$ cat src/rtl/speck_pkg.sv
// Shared SPECK128 constants and the round-sequencer state encoding.
package speck_pkg;
  localparam int SPECK128_WORD   = 64;
  localparam int SPECK128_ROUNDS = 32;
  localparam int SPECK128_BLOCK  = 2 * SPECK128_WORD;

  typedef enum logic [2:0] {
    ST_IDLE,
    ST_KS_GO,
    ST_KS_WAIT,
    ST_RD_GO,
    ST_RD_WAIT,
    ST_NEXT,
    ST_DONE,
    ST_ERROR
  } seq_state_e;
endpackage

$ cat src/rtl/speck_round_sequencer_if.sv
// Host handshake plus key-schedule / round-unit bus of the SPECK round sequencer.
interface speck_round_sequencer_if;
  import speck_pkg::*;

  logic                       start;
  logic [SPECK128_BLOCK-1:0]  key;
  logic [SPECK128_BLOCK-1:0]  plaintext;
  logic                       ready;
  logic                       busy;
  logic                       done;
  logic                       error;
  logic [SPECK128_BLOCK-1:0]  ciphertext;
  logic [5:0]                 round_idx;

  logic                       ks_start;
  logic [SPECK128_BLOCK-1:0]  ks_key;
  logic [SPECK128_WORD-1:0]   ks_round_ctr;
  logic                       ks_finished;
  logic [SPECK128_BLOCK-1:0]  ks_out_key;

  logic                       rd_start;
  logic [SPECK128_WORD-1:0]   rd_subkey;
  logic [SPECK128_BLOCK-1:0]  rd_plaintext;
  logic                       rd_finished;
  logic [SPECK128_BLOCK-1:0]  rd_ciphertext;

  // slave: the sequencer itself; master: host plus datapath units around it
  modport slave (
    input  start, key, plaintext, ks_finished, ks_out_key, rd_finished, rd_ciphertext,
    output ready, busy, done, error, ciphertext, round_idx,
           ks_start, ks_key, ks_round_ctr, rd_start, rd_subkey, rd_plaintext
  );
  modport master (
    output start, key, plaintext, ks_finished, ks_out_key, rd_finished, rd_ciphertext,
    input  ready, busy, done, error, ciphertext, round_idx,
           ks_start, ks_key, ks_round_ctr, rd_start, rd_subkey, rd_plaintext
  );
endinterface

$ cat src/rtl/speck_wdog.sv
// Saturating 8-bit wait watchdog: load clears, cnt increments, expired at TIMEOUT.
module speck_wdog #(
  parameter int TIMEOUT = 255
) (
  input  logic clk,
  input  logic rst,
  input  logic load_i,
  input  logic cnt_i,
  output logic expired_o
);
  logic [7:0] cnt_q, cnt_d;

  always_comb begin
    cnt_d = cnt_q;
    if (load_i)                        cnt_d = '0;
    else if (cnt_i && cnt_q != 8'hFF)  cnt_d = cnt_q + 8'd1;
  end

  always_ff @(posedge clk) begin
    if (rst) cnt_q <= '0;
    else     cnt_q <= cnt_d;
  end

  assign expired_o = (cnt_q == 8'(TIMEOUT));
endmodule

$ cat src/rtl/speck_round_sequencer.sv
// Iterative SPECK128 controller: alternates key-schedule and round units per round,
// owning key/state feedback registers, round counter and wait watchdog.
module speck_round_sequencer
  import speck_pkg::*;
#(
  parameter int N_ROUNDS = SPECK128_ROUNDS,
  parameter int TIMEOUT  = 255
) (
  input  logic                    clk,
  input  logic                    rst,
  speck_round_sequencer_if.slave  sif
);
  localparam logic [5:0] LAST_IDX = 6'(N_ROUNDS - 1);

  seq_state_e                 state_q, state_d;
  logic [SPECK128_BLOCK-1:0]  k_q, k_d;
  logic [SPECK128_BLOCK-1:0]  s_q, s_d;
  logic [SPECK128_BLOCK-1:0]  ct_q, ct_d;
  logic [5:0]                 ridx_q, ridx_d;
  logic                       err_q, err_d;
  logic                       wd_load, wd_cnt, wd_exp;

  speck_wdog #(.TIMEOUT(TIMEOUT)) u_wdog (
    .clk       (clk),
    .rst       (rst),
    .load_i    (wd_load),
    .cnt_i     (wd_cnt),
    .expired_o (wd_exp)
  );

  always_comb begin
    state_d = state_q;
    k_d     = k_q;
    s_d     = s_q;
    ct_d    = ct_q;
    ridx_d  = ridx_q;
    err_d   = err_q;
    wd_load = 1'b0;
    wd_cnt  = 1'b0;
    unique case (state_q)
      ST_IDLE: if (sif.start) begin
        k_d     = sif.key;
        s_d     = sif.plaintext;
        ridx_d  = '0;
        err_d   = 1'b0;
        state_d = ST_KS_GO;
      end
      ST_KS_GO: begin
        wd_load = 1'b1;
        state_d = ST_KS_WAIT;
      end
      // finished has priority over an expiring watchdog in the same cycle
      ST_KS_WAIT: begin
        if (sif.ks_finished) begin
          k_d     = sif.ks_out_key;
          state_d = ST_RD_GO;
        end else if (wd_exp) begin
          state_d = ST_ERROR;
        end else begin
          wd_cnt = 1'b1;
        end
      end
      ST_RD_GO: begin
        wd_load = 1'b1;
        state_d = ST_RD_WAIT;
      end
      ST_RD_WAIT: begin
        if (sif.rd_finished) begin
          s_d     = sif.rd_ciphertext;
          state_d = ST_NEXT;
        end else if (wd_exp) begin
          state_d = ST_ERROR;
        end else begin
          wd_cnt = 1'b1;
        end
      end
      ST_NEXT: begin
        if (ridx_q == LAST_IDX) begin
          ct_d    = s_q;
          state_d = ST_DONE;
        end else begin
          ridx_d  = ridx_q + 6'd1;
          state_d = ST_KS_GO;
        end
      end
      ST_DONE:  state_d = ST_IDLE;
      ST_ERROR: begin
        err_d   = 1'b1;
        state_d = ST_IDLE;
      end
      default:  state_d = ST_IDLE;
    endcase
  end

  always_ff @(posedge clk) begin
    if (rst) begin
      state_q <= ST_IDLE;
      k_q     <= '0;
      s_q     <= '0;
      ct_q    <= '0;
      ridx_q  <= '0;
      err_q   <= 1'b0;
    end else begin
      state_q <= state_d;
      k_q     <= k_d;
      s_q     <= s_d;
      ct_q    <= ct_d;
      ridx_q  <= ridx_d;
      err_q   <= err_d;
    end
  end

  assign sif.ready        = (state_q == ST_IDLE);
  assign sif.busy         = !(state_q inside {ST_IDLE, ST_DONE, ST_ERROR});
  assign sif.done         = (state_q == ST_DONE);
  assign sif.error        = err_q;
  assign sif.ciphertext   = ct_q;
  assign sif.round_idx    = ridx_q;
  assign sif.ks_start     = (state_q == ST_KS_GO);
  assign sif.ks_key       = k_q;
  assign sif.ks_round_ctr = {{(SPECK128_WORD-6){1'b0}}, ridx_q};
  assign sif.rd_start     = (state_q == ST_RD_GO);
  assign sif.rd_subkey    = k_q[SPECK128_BLOCK-1:SPECK128_WORD];
  assign sif.rd_plaintext = s_q;
endmodule
$ cat src/flat_wrapper.sv
// flat-port wrapper written by rule: the top's interface ports become plain ports
module speck_round_sequencer_flat import speck_pkg::*;
#(
  parameter int N_ROUNDS = SPECK128_ROUNDS,
  parameter int TIMEOUT  = 255
)
  (clk, rst, sif_start, sif_key, sif_plaintext, sif_ks_finished, sif_ks_out_key, sif_rd_finished, sif_rd_ciphertext, sif_ready, sif_busy, sif_done, sif_error, sif_ciphertext, sif_round_idx, sif_ks_start, sif_ks_key, sif_ks_round_ctr, sif_rd_start, sif_rd_subkey, sif_rd_plaintext);
  speck_round_sequencer_if sif_i ();
  input  logic clk;
  input  logic rst;
  input wire logic [$bits(sif_i.start)-1:0] sif_start;
  input wire logic [$bits(sif_i.key)-1:0] sif_key;
  input wire logic [$bits(sif_i.plaintext)-1:0] sif_plaintext;
  input wire logic [$bits(sif_i.ks_finished)-1:0] sif_ks_finished;
  input wire logic [$bits(sif_i.ks_out_key)-1:0] sif_ks_out_key;
  input wire logic [$bits(sif_i.rd_finished)-1:0] sif_rd_finished;
  input wire logic [$bits(sif_i.rd_ciphertext)-1:0] sif_rd_ciphertext;
  output wire logic [$bits(sif_i.ready)-1:0] sif_ready;
  output wire logic [$bits(sif_i.busy)-1:0] sif_busy;
  output wire logic [$bits(sif_i.done)-1:0] sif_done;
  output wire logic [$bits(sif_i.error)-1:0] sif_error;
  output wire logic [$bits(sif_i.ciphertext)-1:0] sif_ciphertext;
  output wire logic [$bits(sif_i.round_idx)-1:0] sif_round_idx;
  output wire logic [$bits(sif_i.ks_start)-1:0] sif_ks_start;
  output wire logic [$bits(sif_i.ks_key)-1:0] sif_ks_key;
  output wire logic [$bits(sif_i.ks_round_ctr)-1:0] sif_ks_round_ctr;
  output wire logic [$bits(sif_i.rd_start)-1:0] sif_rd_start;
  output wire logic [$bits(sif_i.rd_subkey)-1:0] sif_rd_subkey;
  output wire logic [$bits(sif_i.rd_plaintext)-1:0] sif_rd_plaintext;
  assign sif_i.start = sif_start;
  assign sif_i.key = sif_key;
  assign sif_i.plaintext = sif_plaintext;
  assign sif_i.ks_finished = sif_ks_finished;
  assign sif_i.ks_out_key = sif_ks_out_key;
  assign sif_i.rd_finished = sif_rd_finished;
  assign sif_i.rd_ciphertext = sif_rd_ciphertext;
  assign sif_ready = sif_i.ready;
  assign sif_busy = sif_i.busy;
  assign sif_done = sif_i.done;
  assign sif_error = sif_i.error;
  assign sif_ciphertext = sif_i.ciphertext;
  assign sif_round_idx = sif_i.round_idx;
  assign sif_ks_start = sif_i.ks_start;
  assign sif_ks_key = sif_i.ks_key;
  assign sif_ks_round_ctr = sif_i.ks_round_ctr;
  assign sif_rd_start = sif_i.rd_start;
  assign sif_rd_subkey = sif_i.rd_subkey;
  assign sif_rd_plaintext = sif_i.rd_plaintext;
  speck_round_sequencer #(.N_ROUNDS(N_ROUNDS), .TIMEOUT(TIMEOUT)) u_core (.clk(clk), .rst(rst), .sif(sif_i));
endmodule
$ cat config.mk
export PLATFORM = sky130hd
export DESIGN_NAME = speck_round_sequencer_flat
export DESIGN_NICKNAME = d
export VERILOG_FILES = /design/src/rtl/speck_pkg.sv /design/src/rtl/speck_round_sequencer_if.sv /design/src/rtl/speck_wdog.sv /design/src/rtl/speck_round_sequencer.sv /design/src/flat_wrapper.sv
export SDC_FILE = /design/constraint.sdc
export NUM_CORES = 1
export LEC_CHECK = 0
export CAP_MARGIN = 15
export CELL_PAD_IN_SITES_DETAIL_PLACEMENT = 1
export CELL_PAD_IN_SITES_GLOBAL_PLACEMENT = 1
export CORE_AREA = 2 2 411 413
export CTS_CLUSTER_SIZE = 10
export DETAILED_ROUTE_END_ITERATION = 6
export DIE_AREA = 0 0 413 415
export PLACE_DENSITY_LB_ADDON = 0.05
export SLEW_MARGIN = 20
export SYNTH_ARGS = -nofsm -noshare
export SYNTH_HDL_FRONTEND = slang
export SYNTH_SLANG_ARGS = --single-unit
$ cat constraint.sdc
create_clock -name clk -period 3.5 [get_ports clk]
set_clock_uncertainty 0.15 [all_clocks]
set_input_delay 0.7 -clock clk [delete_from_list [all_inputs] [get_ports clk]]
set_output_delay 0.7 -clock clk [all_outputs]
set_load 0.02 [all_outputs]
==> qor.yml, run 1 <==
critPathKind: "flip-flop to output pin"
drc: 0
ys.flop_type: "dfxtp_1"
clkTransAtPathRegs_ps: 60
clock_sinks: 402
place_hpwl_mm: 88.3
setup_viol: 0
crit_buf_inv: 2
multi_input_area_sq_um: 8010
grt_usage: 0.124
drive_gt1_frac: 0.0563
hold_depth: 2
max_stage_delay_ps: 690
critPathSlowestCell: "clkdlybuf4s50_1"
core_region_area_sq_um: 167000
syn_area_sq_um: 17600
synthArstFlopShare: 0
gp_congestion: 0.753
start_util: 0.106
seqCellArea_sq_um: 8050
synth_cell_type_count: 49
grt_pass1_vias: 18587
worstSetupEndpointType: "output pin"
yosysSeqAreaShare: 0.456
grt_pass1_wl_mm: 151
drv_slew: 0
final_util: 0.187
status: "finished, final reports clean"
pwr_density_cell_nw_per_um2: 603
grt_antenna_before_repair: 11
syn_avg_cell_area_sq_um: 9.06
p_leak_nw: 10.2
startpoint_type: "flip-flop"
die_h_um: 415
crit_required_ps: 2650
max_cap_violations: 0
r2r_slack_ps: 790
grt_max_degree: 117
cts_tree: "done"
nets: 3339
rsz0062_at_grt: "no"
relSlewSlack: 0.549
io_pins: 1041
crit_arrival_ps: 2340
rr_startpoint: "u_core.state_q[1]$_SDFFE_PP0P_"
dieWidth_um: 413
fill_cells: 19276
hp-class: "flip-flop to flip-flop"
worstSkewPairLatency_ps: 640
reg2reg_to: "u_core.sif.rd_plaintext[127]$_SDFFE_PP0P_"
cts_resized: 1
yosysWarnings: 0
cp_cell_sequence: "inv_1 > nor3_1 > clkdlybuf4s50_1"
dr.pass1.iters: 4
htreeDepth: 2
rows: 150
worst-path-max-fanout: 9
drt_iter0_markers: 428
synth_edf_count: 0
post_cts_buffers: 0
ys_ff_latch: 402
cp_top_family: "buffers and inverters"
tightest_slew_ps: 658
hold_buffers: 0
routed_wirelength_mm: 111
finalHoldViolations: 0
reg2regPathDepth: 6
wl_per_cell_um: 21.9
min_period_ps: 3190
fin_tns_setup_ps: 0
clock.fmax_mhz: 313
max-clock-path-buffers: 3
cts-root-buf: "clkbuf_16"
min_from: "u_core.sif.ciphertext[107]$_SDFFE_PP0P_"
whs_endpoint: "u_core.sif.ciphertext[107]$_SDFFE_PP0P_"
port_buffers: 982
synthCells: 1947
cts_buffers: 58
die-area_sq_um: 171000
critPathLaunch: "u_core.state_q[0]$_SDFFE_PP0P_"
grt-ovfl-total: 0
synthToLayoutAreaGrowth_pct: 77.0
viasPerCell: 3.46
ir_worst_vdd_mv: 0.403
num_vias: 17510
fin_crit_sh: 0.913
final_antenna_net_count: 0
-- per-layer routing --
metal  up-vias  GRT usage  wire length (um)
met1      8339      0.134             42300
met4        10     0.0278              2270
met3       112     0.0498             10500
li1       8380          -                 -
met5         -          0                68
met2       669      0.224             55700
-- synthesized netlist by cell type, drive strengths merged (2+ instances only) --
| library cell | number | area share |
|---|---|---|
| o31ai | 2 | 0.00085 |
| buf | 226 | 0.088 |
| a21oi | 138 | 0.039 |
| nand2b | 4 | 0.0014 |
| mux2i | 258 | 0.15 |
| and3 | 3 | 0.0011 |
| o211ai | 3 | 0.0013 |
| inv | 3 | 0.00064 |
| a211oi | 257 | 0.11 |
| xor2 | 4 | 0.0020 |
| nor2 | 269 | 0.057 |
| nor3 | 5 | 0.0017 |
| or3 | 2 | 0.00071 |
| a22o | 2 | 0.00099 |
| clkbuf | 64 | 0.016 |
| nand4 | 3 | 0.0014 |
| nand2 | 259 | 0.055 |
| o21ai | 4 | 0.0011 |
| ha | 2 | 0.0014 |
| dfxtp | 402 | 0.46 |
| or2 | 2 | 0.00071 |
| nand3b | 2 | 0.00085 |
| or4 | 2 | 0.00085 |
| nor4b | 2 | 0.0027 |
| o311ai | 2 | 0.00099 |
| nor3b | 2 | 0.0014 |
| nor2b | 2 | 0.00071 |
| nand3 | 10 | 0.0028 |
| xnor2 | 2 | 0.00099 |
-- state kept, by name, summed over array words and instances, names as in the netlist --
| register | flops |
|---|---|
| u_core.u_wdog.cnt_q | 8 |
| u_core.state_q | 3 |
| u_core.sif.error | 1 |
| u_core.sif.round_idx | 6 |
| u_core.sif.ciphertext | 128 |
| u_core.sif.rd_plaintext | 128 |
| u_core.sif.ks_key | 128 |
-- through the flow --
| step | power (mW) | area, sq um | hold WS [ps] | std cells | setup WS, ps |
|---|---|---|---|---|---|
| finish | 18.8 | 31200 | 301 | 5067 | 306 |
| detailed placement | 13.2 | 29300 | 298 | 4964 | 483 |
| CTS | 19.4 | 31200 | 300 | 5065 | 61.8 |
| global placement | 13.2 | 29300 | 294 | 4964 | 496 |
| global route | 20.0 | 31200 | 323 | 5066 | 110 |
| floorplan | 9.60 | 17800 | 314 | 2004 | 1430 |
-- cell usage in the layout, fill, tap and decap left out, types with 4 or more instances in the layout --
master	netlist	layout
clkdlybuf4s50_1	0	981
dfxtp_1	402	400
nor2_1	269	269
nand2_1	259	259
mux2i_1	258	258
a211oi_1	257	257
a21oi_1	138	138
clkbuf_16	0	59
conb_1	1	58
buf_4	165	48
clkbuf_1	54	20
buf_12	0	16
clkbuf_8	0	12
nand3_1	10	9
xor2_1	4	4
nand2b_1	4	4
-- worst min-delay path, delay by kind of cell, from the launching register on --
kind	cells	cell delay [ps]
compound gates	1	50
simple gates	1	50
flops	1	300
-- worst max path at each step --
stage	depth (start not counted)	endpoint	slack (ps)
3_5_place_dp	5	u_core.sif.rd_plaintext[127]$_SDFFE_PP0P_	480
5_1_grt	3	sif_rd_start	110
2_1_floorplan	3	sif_ks_start	1430
4_1_cts	4	sif_busy	60
3_3_place_gp	5	u_core.sif.rd_plaintext[127]$_SDFFE_PP0P_	500
6_report	3	sif_rd_start	310
-- cell type report --
cell class                      instances  share of cell area
Antenna cell                            2            0.000160
Clock buffer                           91              0.0550
Clock inverter                         10             0.00489
Inverter                                3            0.000361
Multi-Input combinational cell       1309               0.257
Sequential cell                       402               0.258
Tap cell                             2204              0.0883
Timing Repair Buffer                 1046               0.337
-- kinds of logic (layout without fill, tap and decap cells) --
logic type                 count (synthesis)  in the layout  synth area share
xor gates and xnor gates                   6              6           0.00298
other                                      1             60          0.000213
muxes                                    259            259             0.147
adders and majority gates                  2              2           0.00142
AOI/OAI and AO/OA                        415            415             0.158
DFF                                      402            402             0.456
buffers and inverters                    293           1150             0.104
and+or+nand+nor                          569            569             0.130
-- where the power goes --
part	switching, mW	total, mW	internal (mW)
logic	3.85	6.96	3.11
clock network	2.36	5.91	3.54
registers	0.636	5.95	5.32
Power figures use the tool's default switching activity.
==> run 2, diff against run 1 <==
--- a/config.mk
+++ b/config.mk
@@ -13,6 +13,7 @@
 export DETAILED_ROUTE_END_ITERATION = 6
 export DIE_AREA = 0 0 413 415
 export PLACE_DENSITY_LB_ADDON = 0.05
+export SKIP_CTS_REPAIR_TIMING = 1
 export SLEW_MARGIN = 20
 export SYNTH_ARGS = -nofsm -noshare
 export SYNTH_HDL_FRONTEND = slang
==> results of run 2 <==
The final DEF is identical to that of run 1; final timing and power are the same.
